[src/rtl/rgb_pwm_driver.sv]
// Double-buffered three-channel PWM driver for the RGB LED.
// A duty word is held in a pending buffer and becomes active only at a period wrap.
module rgb_pwm_driver #(
  parameter int PWM_INTERVAL = 1200,
  parameter int DUTY_W       = 11,
  parameter int ACTIVE_LOW   = 1
) (
  input  logic              clk,
  input  logic              rst,
  input  logic [DUTY_W-1:0] duty_r,
  input  logic [DUTY_W-1:0] duty_g,
  input  logic [DUTY_W-1:0] duty_b,
  input  logic              duty_valid,
  output logic              duty_ready,
  output logic              period_start,
  output logic              RGB_R,
  output logic              RGB_G,
  output logic              RGB_B
);

  localparam logic [DUTY_W-1:0] CNT_LAST = DUTY_W'(PWM_INTERVAL - 1);
  localparam logic              PIN_OFF  = (ACTIVE_LOW != 0);

  logic [DUTY_W-1:0] cnt_q, cnt_d;
  logic [DUTY_W-1:0] act_r_q, act_r_d, act_g_q, act_g_d, act_b_q, act_b_d;
  logic [DUTY_W-1:0] pend_r_q, pend_r_d, pend_g_q, pend_g_d, pend_b_q, pend_b_d;
  logic              pend_full_q, pend_full_d;
  logic              rgb_r_q, rgb_r_d, rgb_g_q, rgb_g_d, rgb_b_q, rgb_b_d;
  logic              wrap, xfer, commit;

  assign wrap         = (cnt_q == CNT_LAST);
  assign duty_ready   = !pend_full_q && !rst;
  assign xfer         = duty_valid && duty_ready;
  assign commit       = wrap && pend_full_q;
  assign period_start = (cnt_q == '0) && !rst;

  always_comb begin
    cnt_d       = wrap ? '0 : cnt_q + DUTY_W'(1);
    act_r_d     = act_r_q;
    act_g_d     = act_g_q;
    act_b_d     = act_b_q;
    pend_r_d    = pend_r_q;
    pend_g_d    = pend_g_q;
    pend_b_d    = pend_b_q;
    pend_full_d = pend_full_q;
    // Commit and transfer are mutually exclusive: ready is low whenever pend is full.
    if (commit) begin
      act_r_d     = pend_r_q;
      act_g_d     = pend_g_q;
      act_b_d     = pend_b_q;
      pend_full_d = 1'b0;
    end else if (xfer) begin
      pend_r_d    = duty_r;
      pend_g_d    = duty_g;
      pend_b_d    = duty_b;
      pend_full_d = 1'b1;
    end
  end

  always_comb begin
    rgb_r_d = (cnt_q < act_r_q) ^ PIN_OFF;
    rgb_g_d = (cnt_q < act_g_q) ^ PIN_OFF;
    rgb_b_d = (cnt_q < act_b_q) ^ PIN_OFF;
  end

  always_ff @(posedge clk or posedge rst) begin
    if (rst) begin
      cnt_q       <= '0;
      act_r_q     <= '0;
      act_g_q     <= '0;
      act_b_q     <= '0;
      pend_r_q    <= '0;
      pend_g_q    <= '0;
      pend_b_q    <= '0;
      pend_full_q <= 1'b0;
      rgb_r_q     <= PIN_OFF;
      rgb_g_q     <= PIN_OFF;
      rgb_b_q     <= PIN_OFF;
    end else begin
      cnt_q       <= cnt_d;
      act_r_q     <= act_r_d;
      act_g_q     <= act_g_d;
      act_b_q     <= act_b_d;
      pend_r_q    <= pend_r_d;
      pend_g_q    <= pend_g_d;
      pend_b_q    <= pend_b_d;
      pend_full_q <= pend_full_d;
      rgb_r_q     <= rgb_r_d;
      rgb_g_q     <= rgb_g_d;
      rgb_b_q     <= rgb_b_d;
    end
  end

  assign RGB_R = rgb_r_q;
  assign RGB_G = rgb_g_q;
  assign RGB_B = rgb_b_q;

endmodule

[config.mk]
export PLATFORM = sky130hd
export DESIGN_NAME = rgb_pwm_driver
export DESIGN_NICKNAME = d
export VERILOG_FILES = /design/src/rtl/rgb_pwm_driver.sv
export SDC_FILE = /design/constraint.sdc
export NUM_CORES = 1
export LEC_CHECK = 0
export CAP_MARGIN = 20
export CORE_MARGIN = 4
export CORE_UTILIZATION = 45
export CTS_BUF_LIST = sky130_fd_sc_hd__clkbuf_2
export CTS_CLUSTER_DIAMETER = 40
export DETAILED_ROUTE_END_ITERATION = 8
export MAX_ROUTING_LAYER = met4
export PLACE_DENSITY = 0.66
export SLEW_MARGIN = 5
export SYNTH_ARGS = -nofsm -noshare
export SYNTH_HDL_FRONTEND = slang
export SYNTH_SLANG_ARGS = --single-unit
[constraint.sdc]
create_clock -name clk -period 3 [get_ports clk]
set_input_delay 0.3 -clock clk [delete_from_list [all_inputs] [get_ports clk]]
set_output_delay 0.3 -clock clk [all_outputs]
set_load 0.01 [all_outputs]
==> summary.md <==
| Metric | Value |
|---|---|
| Ranking of synthesized cells by area | dfrtp_1 49%, mux2_4 11%, mux2_2 10% |
| Clk_skew | 0.0448 ns |
| Synthesis-to-layout area growth | 16.7% |
| Final WL | 6670 µm |
| Rows | 34 |
| Critical Path RT | 2.70 ns |
| Routed Antenna Nets | 0 |
| Yosys top cell by area | dfrtp_1 |
| Cells along the critical path | or4_4, nor3_1, clkdlybuf4s50_1 |
| Clk pin slew, worst setup/hold paths | 0.22 ns |
| Run status | completed |
| Top Ports | 41 |
| Hold crit path type | in2async |
| Vias in the first global route | 2423 |
| CTS tree | built |
| Gr ovfl total | 0 |
| Clock Path Buffers | 2 |
| Final setup vio count | 0 |
| R2R depth | 4 |
| PD cells | 380 nW/µm² |
| DIE WIDTH | 102 µm |
| Setup bufs post-CTS | 0 |
| Unrepaired setup endpoints after global routing | false |
| Slew HR | 0.595 |
| Vias per cell | 5.02 |
| Seq/Total Area, Yosys | 0.511 |
| HPWL after DPL | 4650 µm |
| H-tree depth | 3 |
| Most common cell in the netlist | dfrtp_1 |
| Yosys Warn Count | 0 |
| Hold Vio Cnt, Final | 0 |
| Synthesized flop and latch total | 81 |
| Actual slew at the worst max-slew pin | 0.608 ns |
| Die area | 10400 µm² |
| Detailed Routing Iterations Pass 1 | 4 |
| Pre-CTS setup slack | 0.565 ns |
| # DRC | 0 |
| Fin worst setup slack | 0.210 ns |
| Worst R2R Setup Slack | 0.55 ns |
| Leak | 2.28 nW |
| Crit Reg-Reg Endpoint | act_g_q[4] |
| Main synth FF type | dfrtp_1 |
| Cells after synthesis | 307 |
| Routed via count | 2353 |
| CTS root buf | clkbuf_2 |
| Fillers | 783 |
| Post-CTS sizing | 0 |
| Tcrit/Tclk final | 0.930 |
| Total GRT Usage | 0.144 |
| Crit-path slowest cell | clkdlybuf4s50_1 |
| Kind of end point of the critical path | output pin |
| Cell Area, Synth | 3980 µm² |
| FFs w/ async S/R, synth | 1.00 |
| Count of input and output buffers | 40 |
| Iteration-0 DRC Markers | 147 |
| Largest net degree at the start of global routing | 82 |
| Setup TNS | 0 ns |
| CP max FO | 6 |
| Initial antenna violation count | 0 |
| Antenna cells | 0 |
| Synthesized area per cell | 12.9 µm² |
| Crit path kind | reg2out |
| Peak Freq | 0.358 GHz |
| Crit start category | flop |
| Syn_nets | 375 |
| Worst r2r src | cnt_q[8] |
| Latest clock arrival within the worst-skew pair | 0.51 ns |
| Peak per-stage delay on the critical path | 0.60 ns |
| Share of the synthesized area in the top cell type | 0.491 |
| Post-synth EDFFs | 0 |
| Final nets | 424 |
| Initial Util | 0.458 |
| First-pass GRT wire length | 11300 µm |
| Slew Limit Fails | 0 |
| Die H | 102 µm |
| Number of distinct library cells after synthesis | 28 |
| RD Place Congestion | 0.871 |
| Maxcap violations | 0 |
| CTS sink cnt | 81 |
| Core area | 8680 µm² |
| Wirelength per Cell | 14.2 µm |
| Share of layout cells above drive strength 1 | 0.263 |
| CTS Buf Count | 9 |
| Fin crit period | 2.79 ns |
| Peak supply drop | 0.300 mV |
| Synth cell count leaders | 78 x dfrtp_1, 36 x mux2_2, 35 x inv_1, 32 x ha_1, 30 x mux2_4 |
| # hold bufs at CTS | 0 |
| Worst path arrival time | 2.49 ns |
-- power breakdown --
group / total [W] / leakage (nW) / internal (W) / switching, W
Clock: 0.000557 / 0.0759 / 0.000200 / 0.000357
Sequential: 0.00112 / 1.08 / 0.00111 / 0.00000866
Combinational: 0.0000868 / 1.12 / 0.0000567 / 0.0000301
-- state kept, by name, indices dropped and copies added (netlist names), 11 cells and up --
| signal | cells |
|---|---|
| act_r_q | 11 |
| act_b_q | 11 |
| cnt_q | 11 |
| pend_b_q | 11 |
| pend_g_q | 11 |
| pend_r_q | 11 |
| act_g_q | 11 |
-- layout make-up --
cell class,count,area (µm²),share of cell area
inverter,35,133,0.0286
clock buffer,11,55.1,0.0119
multi-input combinational,183,1760,0.380
clock inverter,5,57.6,0.0124
tap,108,135,0.0291
timing repair buffer,46,465,0.100
sequential,81,2030,0.438
-- metrics by stage --
step | hold slack [ns] | util | area (µm²) | power (W) | instances
final | 0.222 | 0.534 | 4640 | 0.00176 | 469
after global routing | 0.221 | 0.534 | 4640 | 0.00185 | 469
after CTS | 0.322 | 0.531 | 4610 | 0.00179 | 468
after detailed placement | 0.492 | 0.518 | 4500 | 0.00122 | 452
after global placement | 0.490 | 0.518 | 4500 | 0.00122 | 452
after floorplan | 0.452 | - | 3980 | 0.00117 | 307
-- layout by cell type (no fill, tap or decap), types with 2 or more instances in the layout --
cell / instances
a211oi_1: 3
a21o_1: 3
a21oi_1: 16
buf_4: 5
clkbuf_2: 11
clkdlybuf4s50_1: 40
clkinv_2: 3
clkinv_4: 2
dfrtp_1: 78
dfstp_2: 3
ha_1: 32
inv_1: 34
mux2_2: 36
mux2_4: 30
nand2_1: 5
nand2b_1: 3
nand3_1: 10
nand4_1: 9
nor2_1: 9
nor3_1: 3
o21ai_0: 4
or3_1: 5
xnor2_1: 4
xor2_1: 4
-- logic make-up after synthesis --
group,count (synthesis),share of synthesized area
AOI/OAI and AO/OA,27,0.0384
xor gates and xnor gates,8,0.0176
adders and majority gates,32,0.101
buffers and inverters,43,0.0463
DFF,81,0.511
muxes,66,0.215
and+or+nand+nor,50,0.0708
-- worst max-delay path: cells and delay by family (launching register included) --
kind,cells,cell delay [ns]
AND/OR/NAND/NOR,2,0.91
buffers and inverters,1,0.60
flip-flops,1,0.50
-- metal layers --
layer / routed length [µm] / GRT usage / vias to the layer above
met5: 0 / - / -
met4: 107 / 0.0585 / 0
met3: 223 / 0.0300 / 13
met2: 3200 / 0.228 / 31
met1: 3140 / 0.181 / 1152
li1: - / - / 1157
-- worst max path at each step --
stage | from | to | slack (ns) | cells after the start
CTS | cnt_q[8] | period_start | 0.16 | 3
global placement | cnt_q[8] | act_r_q[2] | 0.64 | 4
floorplan | rst | period_start | 0.18 | 3
finish | cnt_q[8] | period_start | 0.21 | 3
detailed placement | cnt_q[8] | act_r_q[6] | 0.57 | 4
global route | cnt_q[4] | period_start | 0.10 | 3
Power figures use the tool's default switching activity.
